<file path="src/rtl/apb_master_if.sv">
// Bundles the local command/response port and the APB segment signals driven by apb_master.
interface apb_master_if #(
  parameter int ADDR_W = 32,
  parameter int DATA_W = 32
);
  logic              cmd_valid;
  logic              cmd_ready;
  logic              cmd_write;
  logic [ADDR_W-1:0] cmd_addr;
  logic [DATA_W-1:0] cmd_wdata;
  logic              rsp_valid;
  logic              rsp_ready;
  logic [DATA_W-1:0] rsp_rdata;
  logic              rsp_err;
  logic              rsp_timeout;
  logic              PSELx;
  logic              PENABLE;
  logic              PWRITE;
  logic [ADDR_W-1:0] PADDR;
  logic [DATA_W-1:0] PWDATA;
  logic [DATA_W-1:0] PRDATA;
  logic              PREADY;
  logic              PSLVERR;

  modport master (
    input  cmd_valid, cmd_write, cmd_addr, cmd_wdata, rsp_ready, PRDATA, PREADY, PSLVERR,
    output cmd_ready, rsp_valid, rsp_rdata, rsp_err, rsp_timeout,
    output PSELx, PENABLE, PWRITE, PADDR, PWDATA
  );

  modport slave (
    output cmd_valid, cmd_write, cmd_addr, cmd_wdata, rsp_ready, PRDATA, PREADY, PSLVERR,
    input  cmd_ready, rsp_valid, rsp_rdata, rsp_err, rsp_timeout,
    input  PSELx, PENABLE, PWRITE, PADDR, PWDATA
  );
endinterface

</file>
<file path="src/rtl/apb_master.sv">
// Single-beat APB requester: command port -> SETUP/ACCESS transfer -> held response,
// with an optional ACCESS-phase timeout for slaves that never raise PREADY.
module apb_master #(
  parameter int ADDR_W  = 32,
  parameter int DATA_W  = 32,
  parameter int TIMEOUT = 16
) (
  input  logic          clk,
  input  logic          RESETn,
  apb_master_if.master  bus
);

  localparam int CNT_W = (TIMEOUT > 1) ? $clog2(TIMEOUT) : 1;
  localparam bit TO_EN = (TIMEOUT != 0);
  localparam logic [CNT_W-1:0] CNT_LAST = TO_EN ? CNT_W'(TIMEOUT - 1) : {CNT_W{1'b0}};

  typedef enum logic [1:0] {
    ST_IDLE   = 2'b00,
    ST_SETUP  = 2'b01,
    ST_ACCESS = 2'b10
  } state_t;

  state_t            state_r, state_next_s;
  logic [CNT_W-1:0]  cnt_r, cnt_next_s;
  logic              psel_r, psel_next_s;
  logic              penable_r, penable_next_s;
  logic              pwrite_r, pwrite_next_s;
  logic [ADDR_W-1:0] paddr_r, paddr_next_s;
  logic [DATA_W-1:0] pwdata_r, pwdata_next_s;
  logic              rsp_valid_r, rsp_valid_next_s;
  logic              rsp_err_r, rsp_err_next_s;
  logic              rsp_timeout_r, rsp_timeout_next_s;
  logic [DATA_W-1:0] rsp_rdata_r, rsp_rdata_next_s;
  logic              cmd_ready_s;

  // Ready only when idle and no response is waiting, so cmd_valid never feeds back into cmd_ready.
  assign cmd_ready_s = (state_r == ST_IDLE) & ~rsp_valid_r;

  // Next-state and next-output computation; every register holds unless a branch says otherwise.
  always_comb begin
    state_next_s       = state_r;
    cnt_next_s         = cnt_r;
    psel_next_s        = psel_r;
    penable_next_s     = penable_r;
    pwrite_next_s      = pwrite_r;
    paddr_next_s       = paddr_r;
    pwdata_next_s      = pwdata_r;
    rsp_valid_next_s   = rsp_valid_r;
    rsp_err_next_s     = rsp_err_r;
    rsp_timeout_next_s = rsp_timeout_r;
    rsp_rdata_next_s   = rsp_rdata_r;

    if (rsp_valid_r && bus.rsp_ready) begin
      rsp_valid_next_s   = 1'b0;
      rsp_err_next_s     = 1'b0;
      rsp_timeout_next_s = 1'b0;
    end else begin
      rsp_valid_next_s   = rsp_valid_r;
    end

    case (state_r)
      ST_IDLE: begin
        if (bus.cmd_valid && cmd_ready_s) begin
          state_next_s   = ST_SETUP;
          paddr_next_s   = bus.cmd_addr;
          pwrite_next_s  = bus.cmd_write;
          pwdata_next_s  = bus.cmd_wdata;
          psel_next_s    = 1'b1;
          penable_next_s = 1'b0;
        end else begin
          psel_next_s    = 1'b0;
          penable_next_s = 1'b0;
        end
      end
      ST_SETUP: begin
        state_next_s   = ST_ACCESS;
        penable_next_s = 1'b1;
        cnt_next_s     = {CNT_W{1'b0}};
      end
      ST_ACCESS: begin
        if (bus.PREADY) begin
          state_next_s       = ST_IDLE;
          psel_next_s        = 1'b0;
          penable_next_s     = 1'b0;
          rsp_valid_next_s   = 1'b1;
          rsp_err_next_s     = bus.PSLVERR;
          rsp_timeout_next_s = 1'b0;
          rsp_rdata_next_s   = pwrite_r ? {DATA_W{1'b0}} : bus.PRDATA;
        end else if (TO_EN && (cnt_r == CNT_LAST)) begin
          // The counter reaches TIMEOUT-1 on the last allowed ACCESS cycle.
          state_next_s       = ST_IDLE;
          psel_next_s        = 1'b0;
          penable_next_s     = 1'b0;
          rsp_valid_next_s   = 1'b1;
          rsp_err_next_s     = 1'b1;
          rsp_timeout_next_s = 1'b1;
          rsp_rdata_next_s   = {DATA_W{1'b0}};
        end else begin
          cnt_next_s         = cnt_r + CNT_W'(1);
        end
      end
      default: begin
        state_next_s   = ST_IDLE;
        psel_next_s    = 1'b0;
        penable_next_s = 1'b0;
      end
    endcase
  end

  // State and output registers with asynchronous active-low reset.
  always_ff @(posedge clk or negedge RESETn) begin
    if (!RESETn) begin
      state_r       <= ST_IDLE;
      cnt_r         <= {CNT_W{1'b0}};
      psel_r        <= 1'b0;
      penable_r     <= 1'b0;
      pwrite_r      <= 1'b0;
      paddr_r       <= {ADDR_W{1'b0}};
      pwdata_r      <= {DATA_W{1'b0}};
      rsp_valid_r   <= 1'b0;
      rsp_err_r     <= 1'b0;
      rsp_timeout_r <= 1'b0;
      rsp_rdata_r   <= {DATA_W{1'b0}};
    end else begin
      state_r       <= state_next_s;
      cnt_r         <= cnt_next_s;
      psel_r        <= psel_next_s;
      penable_r     <= penable_next_s;
      pwrite_r      <= pwrite_next_s;
      paddr_r       <= paddr_next_s;
      pwdata_r      <= pwdata_next_s;
      rsp_valid_r   <= rsp_valid_next_s;
      rsp_err_r     <= rsp_err_next_s;
      rsp_timeout_r <= rsp_timeout_next_s;
      rsp_rdata_r   <= rsp_rdata_next_s;
    end
  end

  assign bus.cmd_ready   = cmd_ready_s;
  assign bus.PSELx       = psel_r;
  assign bus.PENABLE     = penable_r;
  assign bus.PWRITE      = pwrite_r;
  assign bus.PADDR       = paddr_r;
  assign bus.PWDATA      = pwdata_r;
  assign bus.rsp_valid   = rsp_valid_r;
  assign bus.rsp_err     = rsp_err_r;
  assign bus.rsp_timeout = rsp_timeout_r;
  assign bus.rsp_rdata   = rsp_rdata_r;

endmodule
</file>
<file path="src/flat_wrapper.sv">
// flat-port wrapper written by rule: the top's interface ports become plain ports
module apb_master_flat 
#(
  parameter int ADDR_W  = 32,
  parameter int DATA_W  = 32,
  parameter int TIMEOUT = 16
)
  (clk, RESETn, bus_cmd_valid, bus_cmd_write, bus_cmd_addr, bus_cmd_wdata, bus_rsp_ready, bus_PRDATA, bus_PREADY, bus_PSLVERR, bus_cmd_ready, bus_rsp_valid, bus_rsp_rdata, bus_rsp_err, bus_rsp_timeout, bus_PSELx, bus_PENABLE, bus_PWRITE, bus_PADDR, bus_PWDATA);
  apb_master_if #(.ADDR_W(ADDR_W), .DATA_W(DATA_W)) bus_i ();
  input  logic clk;
  input  logic RESETn;
  input wire logic [$bits(bus_i.cmd_valid)-1:0] bus_cmd_valid;
  input wire logic [$bits(bus_i.cmd_write)-1:0] bus_cmd_write;
  input wire logic [$bits(bus_i.cmd_addr)-1:0] bus_cmd_addr;
  input wire logic [$bits(bus_i.cmd_wdata)-1:0] bus_cmd_wdata;
  input wire logic [$bits(bus_i.rsp_ready)-1:0] bus_rsp_ready;
  input wire logic [$bits(bus_i.PRDATA)-1:0] bus_PRDATA;
  input wire logic [$bits(bus_i.PREADY)-1:0] bus_PREADY;
  input wire logic [$bits(bus_i.PSLVERR)-1:0] bus_PSLVERR;
  output wire logic [$bits(bus_i.cmd_ready)-1:0] bus_cmd_ready;
  output wire logic [$bits(bus_i.rsp_valid)-1:0] bus_rsp_valid;
  output wire logic [$bits(bus_i.rsp_rdata)-1:0] bus_rsp_rdata;
  output wire logic [$bits(bus_i.rsp_err)-1:0] bus_rsp_err;
  output wire logic [$bits(bus_i.rsp_timeout)-1:0] bus_rsp_timeout;
  output wire logic [$bits(bus_i.PSELx)-1:0] bus_PSELx;
  output wire logic [$bits(bus_i.PENABLE)-1:0] bus_PENABLE;
  output wire logic [$bits(bus_i.PWRITE)-1:0] bus_PWRITE;
  output wire logic [$bits(bus_i.PADDR)-1:0] bus_PADDR;
  output wire logic [$bits(bus_i.PWDATA)-1:0] bus_PWDATA;
  assign bus_i.cmd_valid = bus_cmd_valid;
  assign bus_i.cmd_write = bus_cmd_write;
  assign bus_i.cmd_addr = bus_cmd_addr;
  assign bus_i.cmd_wdata = bus_cmd_wdata;
  assign bus_i.rsp_ready = bus_rsp_ready;
  assign bus_i.PRDATA = bus_PRDATA;
  assign bus_i.PREADY = bus_PREADY;
  assign bus_i.PSLVERR = bus_PSLVERR;
  assign bus_cmd_ready = bus_i.cmd_ready;
  assign bus_rsp_valid = bus_i.rsp_valid;
  assign bus_rsp_rdata = bus_i.rsp_rdata;
  assign bus_rsp_err = bus_i.rsp_err;
  assign bus_rsp_timeout = bus_i.rsp_timeout;
  assign bus_PSELx = bus_i.PSELx;
  assign bus_PENABLE = bus_i.PENABLE;
  assign bus_PWRITE = bus_i.PWRITE;
  assign bus_PADDR = bus_i.PADDR;
  assign bus_PWDATA = bus_i.PWDATA;
  apb_master #(.ADDR_W(ADDR_W), .DATA_W(DATA_W), .TIMEOUT(TIMEOUT)) u_core (.clk(clk), .RESETn(RESETn), .bus(bus_i));
endmodule
</file>
<file path="config.mk">
export PLATFORM = sky130hd
export DESIGN_NAME = apb_master_flat
export DESIGN_NICKNAME = d
export VERILOG_FILES = /design/src/rtl/apb_master_if.sv /design/src/rtl/apb_master.sv /design/src/flat_wrapper.sv
export SDC_FILE = /design/constraint.sdc
export NUM_CORES = 1
export LEC_CHECK = 0
export BUFFER_PORTS_ARGS = -buffer_cell sky130_fd_sc_hd__buf_2
export CAP_MARGIN = 20
export CORE_MARGIN = 1.5
export CORE_UTILIZATION = 49
export CTS_CLUSTER_DIAMETER = 80
export DETAILED_ROUTE_END_ITERATION = 10
export PLACE_DENSITY_LB_ADDON = 0.15
export SLEW_MARGIN = 20
export SYNTH_ARGS = -nofsm -noshare
export SYNTH_HDL_FRONTEND = slang
export SYNTH_SLANG_ARGS = --single-unit
</file>
<file path="constraint.sdc">
create_clock -name clk -period 4 [get_ports clk]
set_input_delay 0.4 -clock clk [delete_from_list [all_inputs] [get_ports clk]]
set_output_delay 0.4 -clock clk [all_outputs]
set_load 0.01 [all_outputs]
</file>
== Word level (Yosys, flattened, before mapping) ==
Index checks and enable logic that the tools add are counted.
Word-level totals
  bits in registers: 108
  bits in latches: 0
  RAM bits: 0
  memory bits (read-only): 0
  input port bits: 103
  output and inout port bits: 103
  memories: 0
Operators by class
  add/subtract/negate cells: 1
  multipliers: 0
  divide/modulo/power cells: 0
  $lt $le $gt $ge: 0
  eq/ne operators: 7
  shift-type cells: 0
  muxes and demuxes: 27
  bitwise operators: 3
  reductions and logical operators: 10
Operators by type and width (number)
  32-bit two-way mux: 3
  1-bit two-way mux: 15
  4-bit two-way mux: 2
  4-bit case mux with 2 select lines: 1
  2-bit AND reduction: 4
  2-bit two-way mux: 3
  2-bit != test (second input constant): 3
  2-bit case mux with 3 select lines: 1
  4-bit by 1-bit adder with 4-bit output (second input constant): 1
  4-bit == test (second input constant): 1
  2-bit nonzero test: 2
  3-bit by 2-bit != test with 1-bit output (second input constant): 1
  1-bit case mux with 3 select lines: 1
  3-bit AND reduction: 1
  2-bit by 1-bit == test with 1-bit output (second input constant): 1
  2-bit == test (second input constant): 1
  1-bit logical AND: 2
  2-bit logical NOT: 1
  1-bit NOT: 2
  1-bit case mux with 2 select lines: 1
  1-bit bitwise AND: 1

== Longest topological paths before layout ==
Gate-level depths: netlist (run 1).
  depth after elaboration: 5
  mapped depth: 7
  gate-level depth less buffers: 5

== Least setup slack after synthesis (run 1) ==
Ideal clock, no wire load.
  path kind: reg-to-reg
  from: register u_core.state_r[1]
  to: register u_core.paddr_r[10] (netlist: u_core.bus.PADDR[10])
  library setup time: 125 ps
  arrival: 1550 ps
  required time: 3875 ps
  setup slack: 2325 ps
  cell stages (with the launch flop): 8
  clock period less this slack: 1675 ps
  cell sequence: dfrtp_1 > buf_6 > nor3_2 > and2_1 > buf_6 > buf_12 > buf_12 > mux2_4
Between the ends
  longest elaborated chain between the ends: 4
Ends and longest elaborated chain
  from (decl): line apb_master.sv:23  | state_t state_r, state_next_s;
  from (signal assigned): line apb_master.sv:125  | state_r <= state_next_s;
  2-bit logical NOT: line apb_master.sv:37  | assign cmd_ready_s = (state_r == ST_IDLE) & ~rsp_valid_r;
  1-bit bitwise AND: line apb_master.sv:37
  net bus_cmd_ready: line flat_wrapper.sv:20  | output wire logic [$bits(bus_i.cmd_ready)-1:0] bus_cmd_ready;
  1-bit logical AND: line apb_master.sv:63  | if (bus.cmd_valid && cmd_ready_s) begin
  2-bit AND reduction (no source line)
  to (signal assigned): line apb_master.sv:118  | paddr_r <= {ADDR_W{1'b0}};
  to (signal assigned): line apb_master.sv:130  | paddr_r <= paddr_next_s;
  to (decl): line apb_master.sv:28  | logic [ADDR_W-1:0] paddr_r, paddr_next_s;
The timed path passes the listed nets, and every way through them passes these cells.
A chain may end at the register's enable or synchronous reset.

== Worst setup path in the final report (run 1) ==
  from: register u_core.state_r[1]
  to: register u_core.pwdata_r[30] (netlist: u_core.bus.PWDATA[30])
Between the ends
  longest elaborated chain between the ends: 4
Ends and longest elaborated chain
  2-bit logical NOT (*): line apb_master.sv:37, apb_master.sv:61
  1-bit bitwise AND: line apb_master.sv:37
  1-bit logical AND: line apb_master.sv:63
  2-bit AND reduction (no source line) (*)
  to (signal assigned): line apb_master.sv:119  | pwdata_r <= {DATA_W{1'b0}};
  to (signal assigned): line apb_master.sv:131  | pwdata_r <= pwdata_next_s;
  to (decl): line apb_master.sv:29  | logic [DATA_W-1:0] pwdata_r, pwdata_next_s;
Mark *: on every way between the ends. The rest lies on a longest branch, timed or not.

==> results of run 1 <==
==> cell families (layout without fill, tap and decap cells) <==
family	after synthesis	after routing	share of synthesized area, %
flops	108	108	64.1
mux	66	66	20.3
compound gates	44	44	8.70
simple gates	20	20	2.67
buf+inv	18	224	3.92
fa+ha+maj	1	1	0.297
==> metal layers <==
metal	GRT usage (%)	part of all wire [%]
met1	24.6	41
met2	31.5	49
met3	6.71	8.1
met4	7.97	1.9
met5	0	0
==> metrics by stage <==
step / instances / cell area [sq um] / hold slack, ns
finish: 568 / 5480 / 0.0676
global route: 568 / 5480 / 0.105
CTS: 568 / 5480 / 0.221
detailed placement: 553 / 5240 / 0.469
global placement: 553 / 5230 / 0.456
floorplan: 257 / 4220 / 0.104
==> worst max-delay path: cells and delay by family, from the launching register on <==
kind,cells,cell delay [ns]
flip-flops,1,0.47
AND/OR/NAND/NOR,2,1.03
multiplexers,1,0.42
==> flip-flops by register name, indices dropped and copies added (netlist names) <==
name                    flops
u_core.cnt_r                4
u_core.state_r              2
u_core.bus.PENABLE          1
u_core.bus.rsp_rdata       32
u_core.bus.PWRITE           1
u_core.bus.rsp_timeout      1
u_core.bus.PWDATA          32
u_core.bus.PSELx            1
u_core.bus.PADDR           32
u_core.bus.rsp_err          1
u_core.bus.rsp_valid        1
==> placed cells by master, fill, tap and decap left out, types with 2 or more instances in the layout <==
master	n
a211oi_1	2
nor2_1	2
mux2_2	36
bufinv_16	3
mux2_4	30
clkbuf_8	10
dfrtp_1	108
inv_1	3
a21o_1	2
nand2_1	6
a21oi_1	2
a22o_1	33
buf_2	204
==> path summary, 6_finish.rpt <==
path	endpoint	slack [ns]	depth (start not counted)
setup / recovery	u_core.bus.PWDATA[30]	1.89	3
hold / removal	u_core.bus.rsp_rdata[19]	0.07	1
setup reg to reg	u_core.bus.PWDATA[30]	1.89	3
hold reg to reg	u_core.bus.PENABLE	0.50	1
max in group asynchronous	u_core.bus.PADDR[18]	3.08	2
min in group clk	u_core.bus.rsp_valid	0.24	2
==> cell usage after synthesis, types with 2 or more instances <==
| library cell | number |
|---|---|
| inv_1 | 3 |
| buf_2 | 5 |
| dfrtp_1 | 108 |
| buf_4 | 3 |
| mux2_2 | 36 |
| nor2_1 | 3 |
| a22o_1 | 33 |
| a21o_1 | 2 |
| buf_6 | 2 |
| nand2_1 | 7 |
| a211oi_1 | 2 |
| mux2_4 | 30 |
| buf_12 | 4 |
| a21oi_1 | 2 |
==> power breakdown <==
group | internal, mW | switching, mW | leakage (nW)
clock network | 0.430 | 0.343 | 0.116
logic | 1.04 | 0.865 | 1.42
registers | 1.62 | 0.278 | 1.33
==> area by class of cell <==
| class | count | area (sq um) | area share (%) |
|---|---|---|---|
| Tap cell | 105 | 131 | 2.40 |
| Timing Repair Buffer | 206 | 1040 | 19.0 |
| Multi-Input combinational cell | 131 | 1360 | 24.8 |
| Inverter | 3 | 11.3 | 0.205 |
| Clock buffer | 11 | 141 | 2.58 |
| Clock inverter | 4 | 97.6 | 1.78 |
| Sequential cell | 108 | 2700 | 49.3 |
==> summary.md, run 1 <==
| Metric | Value |
|---|---|
| Syn avg cell area | `16.4 sq um` |
| Die Wd | `95.8 um` |
| Critical path origin | `u_core.state_r[1]` |
| Number of global-route vias before repair | `2778` |
| Yosys cell types | `31` |
| Status | `finished, final reports clean` |
| Syn nets | `361` |
| Via count | `2880` |
| Setup bufs post-CTS | `0` |
| Post-DP HPWL | `6540 um` |
| Hold WC Path Type | `primary input to async pin` |
| CP arrival | `2.35 ns` |
| RSZ-0062 raised after global routing | `false` |
| First-pass GRT wire length | `13500 um` |
| Die area | `9170 sq um` |
| Mapped cell area | `4220 sq um` |
| DR pass1 iterations | `4` |
| CTS tree | `yes` |
| Post-synth top flop | `dfrtp_1` |
| RR Startpoint | `u_core.state_r[1]` |
| Cell Rows | `33` |
| IO Pins | `206` |
| Required time of the critical path | `4.24 ns` |
| Min cycle time layout | `2.11 ns` |
| Worst-Margin Slew | `1.03 ns` |
| Maximum VDD drop | `631 uV` |
| TritonCTS Buffers | `9` |
| Worst-path fanout max | `67` |
| RePlAce Congestion | `0.858` |
| Antenna violations before repair | `0` |
| CP peak stage delay | `0.82 ns` |
| Sequential fraction of the synthesis area | `64.1%` |
| Total global-route track usage | `19.7%` |
| Clk_skew | `0.00980 ns` |
| Tcrit/Tclk final | `52.7%` |
| Fill cells | `652` |
| Final worst setup slack | `1.89 ns` |
| Post-synthesis instance total | `257` |
| CP max-delay cell | `and2_4` |
| # resized after CTS | `0` |
| CTS root buf | `clkbuf_8` |
| Worst-path cell chain | `nor3_2 -> and2_4 -> mux2_2` |
| CORE AREA | `8260 sq um` |
| Clock buffer depth | `2` |
| Drt drc | `0` |
| Layout area overhead | `30.1%` |
| H-tree depth | `3` |
| Setup CP Type | `register to register` |
| Port bufs | `205` |
| Die height | `95.8 um` |
| EDFF count, synth | `0` |
| Hold buffers post-CTS | `0` |
| Hold Vio Cnt, Final | `0` |
| CP endpoint kind | `register` |
| Vias per cell | `5.07` |
| 1st-iter DRT viols | `85` |
| Total chip power | `4.58 mW` |
| Pwr dens | `834 nW/um^2` |
| Pre-CTS WS | `1.85 ns` |
| Setup Total Neg Slack | `0 ns` |
| ANT cells | `0` |
| Max Clk Rate | `474 MHz` |
| Post-synth top area cell | `dfrtp_1` |
| Final nets | `563` |
| Yosys reg bits | `108` |
| Dominant cells by area after synthesis | `dfrtp_1, mux2_4, mux2_2` |
| Layout cell share with drive strength beyond 1 | `63.1%` |
| Max-cap violations | `0` |
| Sink Count | `108` |
| Wire length per cell | `16.1 um` |
| Final setup fails | `0` |
| Slew margin rel. | `31.6%` |
| WL final | `9130 um` |
| Clk slew on worst S/H paths | `0.09 ns` |
| Antenna-violating nets left | `0` |
| Clock latency on the worst-skew pair | `0.35 ns` |
| Gr ovfl total | `0` |
| Top cell type's share of synthesized area | `64.1%` |
| Pins Over Slew Limit | `0` |
| Synth async-reset ratio | `100%` |
| Starting density of the core | `51.0%` |
| Largest net degree at the start of global routing | `83` |
| Leakage | `2.87 nW` |
| Post-layout util | `66.4%` |
| CP Launch Type | `register` |
| Ys Warns | `0` |
Note: power is estimated with default switching activity, not from simulation.
==> inputs of run 2 (changes only) <==
Settings changed: CORE_UTILIZATION 49 to 46.
Clock period 4 ns to 2.15 ns, I/O delays scaled along.
==> run 2 against run 1 <==
- the run now ends with DRC left
- combinational power is 89% higher
- register-to-register slack worse by 1.5 ns
- total power is 84% higher
- clock power up 64%
- largest cell class unchanged
- highest routed layer unchanged
==> summary.md, run 2 (synthesis gave the netlist of run 1 again) <==
| Metric | Value |
|---|---|
| First-pass GRT wire length | `14800 um (was 13500 um)` |
| Sink Count | `108 (unchanged)` |
| Clk_skew | `0.00902 ns (was 0.00980 ns)` |
| Die area | `9750 sq um (was 9170 sq um)` |
| Min cycle time layout | `1.78 ns (was 2.11 ns)` |
| Clock buffer depth | `2 (unchanged)` |
| TritonCTS Buffers | `9 (unchanged)` |
| CTS tree | `yes (unchanged)` |
| Worst-Margin Slew | `0.489 ns (was 1.03 ns)` |
| Clk slew on worst S/H paths | `0.10 ns (was 0.09 ns)` |
| Tcrit/Tclk final | `82.9% (was 52.7%)` |
| Required time of the critical path | `2.40 ns (was 4.24 ns)` |
| Clock latency on the worst-skew pair | `0.36 ns (was 0.35 ns)` |
| Status | `finished, violations left (was finished, final reports clean)` |
| Hold WC Path Type | `primary input to register (was primary input to async pin)` |
| Pins Over Slew Limit | `0 (unchanged)` |
| Post-DP HPWL | `6920 um (was 6540 um)` |
| Critical path origin | `u_core.state_r[1] (unchanged)` |
| Die Wd | `98.7 um (was 95.8 um)` |
| Drt drc | `16 (was 0)` |
| Layout cell share with drive strength beyond 1 | `63.4% (was 63.1%)` |
| CP Launch Type | `register (unchanged)` |
| WL final | `9360 um (was 9130 um)` |
| RSZ-0062 raised after global routing | `false (unchanged)` |
| Commonest non-fill, non-tap cell in the layout | `buf_2 (unchanged)` |
| Slew margin rel. | `67.4% (was 31.6%)` |
| Number of global-route vias before repair | `2946 (was 2778)` |
| Pre-CTS WS | `0.369 ns (was 1.85 ns)` |
| CTS root buf | `clkbuf_8 (unchanged)` |
| Worst-path fanout max | `26 (was 67)` |
| RePlAce Congestion | `0.740 (was 0.858)` |
| HP Start | `bus_rsp_ready` |
| Hold Vio Cnt, Final | `0 (unchanged)` |
| Setup bufs post-CTS | `0 (unchanged)` |
| Maximum VDD drop | `679 uV (was 631 uV)` |
| Cell Rows | `34 (was 33)` |
| Final setup fails | `0 (unchanged)` |
| CP endpoint kind | `register (unchanged)` |
| Gr ovfl total | `0 (unchanged)` |
| CORE AREA | `8810 sq um (was 8260 sq um)` |
| CP max-delay cell | `dfrtp_1 (was and2_4)` |
| Max-cap violations | `0 (unchanged)` |
| H-tree depth | `3 (unchanged)` |
| Setup Total Neg Slack | `0 ns (unchanged)` |
| Final nets | `569 (was 563)` |
| Leakage | `2.90 nW (was 2.87 nW)` |
| Max Clk Rate | `561 MHz (was 474 MHz)` |
| Wire length per cell | `16.2 um (was 16.1 um)` |
| CP arrival | `2.03 ns (was 2.35 ns)` |
| ANT cells | `0 (unchanged)` |
| Worst-path cell chain | `nor3_2 -> and2_4 -> buf_12 -> mux2_2 (was nor3_2 -> and2_4 -> mux2_2)` |
| Port bufs | `205 (unchanged)` |
| Die height | `98.7 um (was 95.8 um)` |
| Layout area overhead | `31.2% (was 30.1%)` |
| Failing checks | `DRC` |
| Via count | `2929 (was 2880)` |
| Vias per cell | `5.07 (about the same)` |
| Antenna-violating nets left | `0 (unchanged)` |
| Total global-route track usage | `19.5% (was 19.7%)` |
| Largest net degree at the start of global routing | `56 (was 83)` |
| Antenna violations before repair | `0 (unchanged)` |
| IO Pins | `206 (unchanged)` |
| Fill cells | `736 (was 652)` |
| Setup CP Type | `register to register (unchanged)` |
| 1st-iter DRT viols | `146 (was 85)` |
| CP peak stage delay | `0.48 ns (was 0.82 ns)` |
| DR pass1 iterations | `7 (was 4)` |
| RR Startpoint | `u_core.state_r[1] (unchanged)` |
| Final worst setup slack | `0.367 ns (was 1.89 ns)` |
| Starting density of the core | `47.9% (was 51.0%)` |
| Pwr dens | `1520 nW/um^2 (was 834 nW/um^2)` |
| Most frequent cells in the layout | `buf_2, dfrtp_1, mux2_2, a22o_1, mux2_4 (unchanged)` |
run 2: cell types whose count changed in the layout (fill, tap and decap cells not counted), moves of 2 or more:
cell,change
buf_4,+3
bufinv_16,-2
inv_6,+2
buf_12,+3
clkinv_4,+2
run 2: report_power, final:
part           internal [mW]  total, mW  switching (mW)
clock                  0.582       1.27           0.689
sequential              3.02       3.54           0.522
combinational           1.98       3.60            1.62
run 2: worst max-delay path: cells and delay by family, from the launching register on:
family,cells,cell delay [ns]
buffers and inverters,1,0.26
muxes,1,0.36
DFF,1,0.48
and+or+nand+nor,2,0.56
run 2: metal layers:
| metal | GRT usage [%] | routed length (um) | vias to the layer above |
|---|---|---|---|
| li1 | - | - | 1345 |
| met1 | 24.9 | 3820 | 1433 |
| met2 | 30.8 | 4510 | 132 |
| met3 | 6.38 | 800 | 19 |
| met4 | 8.24 | 235 | 0 |
| met5 | 0 | 0 | - |
run 2: area by class of cell:
| type | count | area (sq um) | share of cell area (%) |
|---|---|---|---|
| flip-flops and latches | 108 | 2700 | 48.9 |
| inverters | 3 | 11.3 | 0.204 |
| repair buffers | 212 | 1120 | 20.3 |
| multi-input cells | 131 | 1350 | 24.5 |
| clock buffers | 10 | 138 | 2.49 |
| clock inverters | 6 | 70.1 | 1.27 |
| well taps | 108 | 135 | 2.44 |
run 2: per-stage QoR:
stage	std cells	total power [mW]	utilization [%]	area, sq um	hold WS [ns]
2_1_floorplan	257	5.89	-	4220	-0.0806
6_report	578	8.41	62.8	5530	0.0460
4_1_cts	578	8.52	62.8	5530	0.0261
3_5_place_dp	561	7.21	60.3	5310	0.221
5_1_grt	578	8.94	62.8	5530	0.0393
3_3_place_gp	561	7.11	60.3	5310	0.211
run 2: final timing paths:
| kind | slack, ns | endpoint | depth (start not counted) |
|---|---|---|---|
| min in group asynchronous | 0.35 | u_core.bus.rsp_rdata[28] | 2 |
| worst max register to register | 0.37 | u_core.bus.PWDATA[13] | 4 |
| max in group asynchronous | 1.14 | u_core.bus.PWDATA[16] | 3 |
| worst min register to register | 0.50 | u_core.bus.PSELx | 1 |
| worst max-delay path | 0.37 | u_core.bus.PWDATA[13] | 4 |
| worst min-delay path | 0.05 | u_core.bus.rsp_valid | 2 |
run 2: what timing repair did:
item,4_1_cts,5_1_grt
endpoints found under the hold margin,36,0
gates resized for setup,0,0
hold buffers,1,0
==> inputs of run 3 (changes only) <==
Settings changed: CORE_UTILIZATION 46 to 41.
Clock period 2.15 ns to 1.55 ns, I/O delays scaled along.
==> run 3 against run 2 <==
- the flow now finishes without violations
- worst setup slack worse by 0.34 ns
- global-route usage down 0.10 points
- sequential share of layout area shrank 6.1 points
- worst hold slack lost 0.023 ns
- clock skew rose by 0.00097 ns
- via count grew 9.4%
- wire length up 13%
- final area is 14% higher
- clock power grew 31%
- final cell count increased by 17%
- sequential cell count stayed put
- register-to-register slack lost 0.34 ns
==> summary.md, run 3 (synthesis gave the netlist of run 1 again) <==
| Metric | Value |
|---|---|
| Layout area overhead | `49.9% (was 31.2%)` |
| WL final | `10500 um (was 9360 um)` |
| 1st-iter DRT viols | `169 (was 146)` |
| Antenna-violating nets left | `0 (unchanged)` |
| Reg power frac | `41.4% (was 42.1%)` |
| H-tree depth | `3 (unchanged)` |
| CP Launch Type | `register (unchanged)` |
| Most frequent cells in the layout | `buf_2, dfrtp_1, dlygate4sd3_1 (was buf_2, dfrtp_1, mux2_2, a22o_1, mux2_4)` |
| Final setup fails | `0 (unchanged)` |
| Maximum VDD drop | `1130 uV (was 679 uV)` |
| DR pass1 iterations | `4 (was 7)` |
| Switching Share | `33.4% (was 33.6%)` |
| Clk_skew | `0.00999 ns (was 0.00902 ns)` |
| Die area | `10900 sq um (was 9750 sq um)` |
| Port bufs | `205 (unchanged)` |
| CORE AREA | `9860 sq um (was 8810 sq um)` |
| Logic gate share of total power | `44.7% (was 42.8%)` |
| Hold WC Path Type | `primary input to register (unchanged)` |
| Register-to-register path setup slack | `0.03 ns (was 0.37 ns)` |
| Final nets | `643 (was 569)` |
| Cell Area, Placed | `5410 sq um (was 5310 sq um)` |
| ANT cells | `0 (unchanged)` |
| Hold_ws | `0.0230 ns (was 0.0460 ns)` |
| Pint | `7.95 mW (was 5.58 mW)` |
| Slew margin rel. | `79.4% (was 67.4%)` |
| CTS root buf | `clkbuf_8 (unchanged)` |
| Total chip power | `11.9 mW (was 8.41 mW)` |
| First-pass GRT wire length | `16600 um (was 14800 um)` |
| CTS tree | `yes (unchanged)` |
| Drt drc | `0 (was 16)` |
| Sink Count | `108 (unchanged)` |
| Clock power frac | `14.0% (was 15.1%)` |
| Total global-route track usage | `19.4% (was 19.5%)` |
| Wire length per cell | `15.6 um (was 16.2 um)` |
| Via count | `3205 (was 2929)` |
| Worst-Margin Slew | `0.309 ns (was 0.489 ns)` |
| Status | `finished, final reports clean (was finished, violations left)` |
| Cell Rows | `36 (was 34)` |
| Gr ovfl total | `0 (unchanged)` |
| Hold path cells | `2 (unchanged)` |
| Layout cell share with drive strength beyond 1 | `55.8% (was 63.4%)` |
| RePlAce Congestion | `0.770 (was 0.740)` |
| CP endpoint kind | `register (unchanged)` |
| Final Instance Area | `6320 sq um (was 5530 sq um)` |
| IO Pins | `206 (unchanged)` |
| Post-DP HPWL | `7010 um (was 6920 um)` |
| Commonest non-fill, non-tap cell in the layout | `buf_2 (unchanged)` |
| Clock buffer depth | `2 (unchanged)` |
| Antenna violations before repair | `0 (unchanged)` |
| Number of global-route vias before repair | `3365 (was 2946)` |
| Pins Over Slew Limit | `0 (unchanged)` |
| Pre-CTS WS | `0.00123 ns (was 0.369 ns)` |
| Die height | `104 um (was 98.7 um)` |
| Hold Vio Cnt, Final | `0 (unchanged)` |
| Largest net degree at the start of global routing | `49 (was 56)` |
| CP arrival | `1.78 ns (was 2.03 ns)` |
| Final worst setup slack | `0.0310 ns (was 0.367 ns)` |
| Max-cap violations | `0 (unchanged)` |
| NetSw | `3.98 mW (was 2.83 mW)` |
| Vias per cell | `4.74 (was 5.07)` |
| RSZ-0062 raised after global routing | `true (was false)` |
| Pwr dens | `1890 nW/um^2 (was 1520 nW/um^2)` |
| Max Clk Rate | `658 MHz (was 561 MHz)` |
| Clock latency on the worst-skew pair | `0.36 ns (about the same)` |
| Required time of the critical path | `1.81 ns (was 2.40 ns)` |
| R2R depth | `4 (unchanged)` |
| Min cycle time layout | `1.52 ns (was 1.78 ns)` |
| Setup bufs post-CTS | `0 (unchanged)` |
| Worst-path fanout max | `24 (was 26)` |
| Starting density of the core | `42.7% (was 47.9%)` |
| Tcrit/Tclk final | `98.0% (was 82.9%)` |
| Clk slew on worst S/H paths | `0.10 ns (about the same)` |
| Setup CP Type | `register to register (unchanged)` |
| Leakage | `3.22 nW (was 2.90 nW)` |
| Die Wd | `104 um (was 98.7 um)` |
| TritonCTS Buffers | `9 (unchanged)` |
run 3: layout make-up:
type | count | area, sq um
Inverter | 3 | 11.3
Multi-Input combinational cell | 131 | 1370
Tap cell | 133 | 166
Sequential cell | 108 | 2710
Clock buffer | 10 | 138
Fill cell | 738 | 3540
Timing Repair Buffer | 286 | 1880
Clock inverter | 5 | 52.6
run 3: repair_timing:
item,CTS,global route
gates resized for setup,1,3
endpoints found under the setup margin,7,34
hold endpoints to repair,74,14
pin swaps,0,0
hold buffers,57,14
run 3: per-stage QoR:
stage	util, %	setup TNS [ns]	instances
final	64.1	0	676
after global routing	64.1	-0.352	676
after CTS	62.5	0	662
after detailed placement	54.8	0	590
after floorplan	-	-1.67	257
after global placement	54.8	0	590
run 3: per-layer routing:
metal	up-vias	wire [um]	GRT usage, %
met5	-	0	0
met4	0	170	5.56
met3	15	824	7.39
met2	135	5130	32.0
met1	1567	4410	23.7
li1	1488	-	-
run 3: final timing paths:
check	from	to
worst min register to register	u_core.bus.PENABLE	u_core.bus.PENABLE
max in group asynchronous	RESETn	u_core.bus.rsp_rdata[1]
min in group asynchronous	RESETn	u_core.cnt_r[2]
worst max register to register	u_core.state_r[1]	u_core.bus.PWDATA[16]
worst max-delay path	u_core.state_r[1]	u_core.bus.PWDATA[16]
worst min-delay path	bus_PRDATA[30]	u_core.bus.rsp_rdata[30]
run 3: power groups by stage:
stage | Sequential [mW] | Combinational, mW | Clock [mW]
finish | 4.94 | 5.32 | 1.66
global route | 5.11 | 5.71 | 1.87
CTS | 4.92 | 5.30 | 1.76
detailed placement | 4.96 | 5.16 | 0
global placement | 4.91 | 5.08 | 0
floorplan | 5.57 | 2.63 | 0
run 3: worst max-delay path, cell delays in order (launching register included):
cell and delay (ns):
dfrtp_2 0.48, nor3_4 0.14, and2_4 0.22, buf_12 0.21
mux2_2 0.35
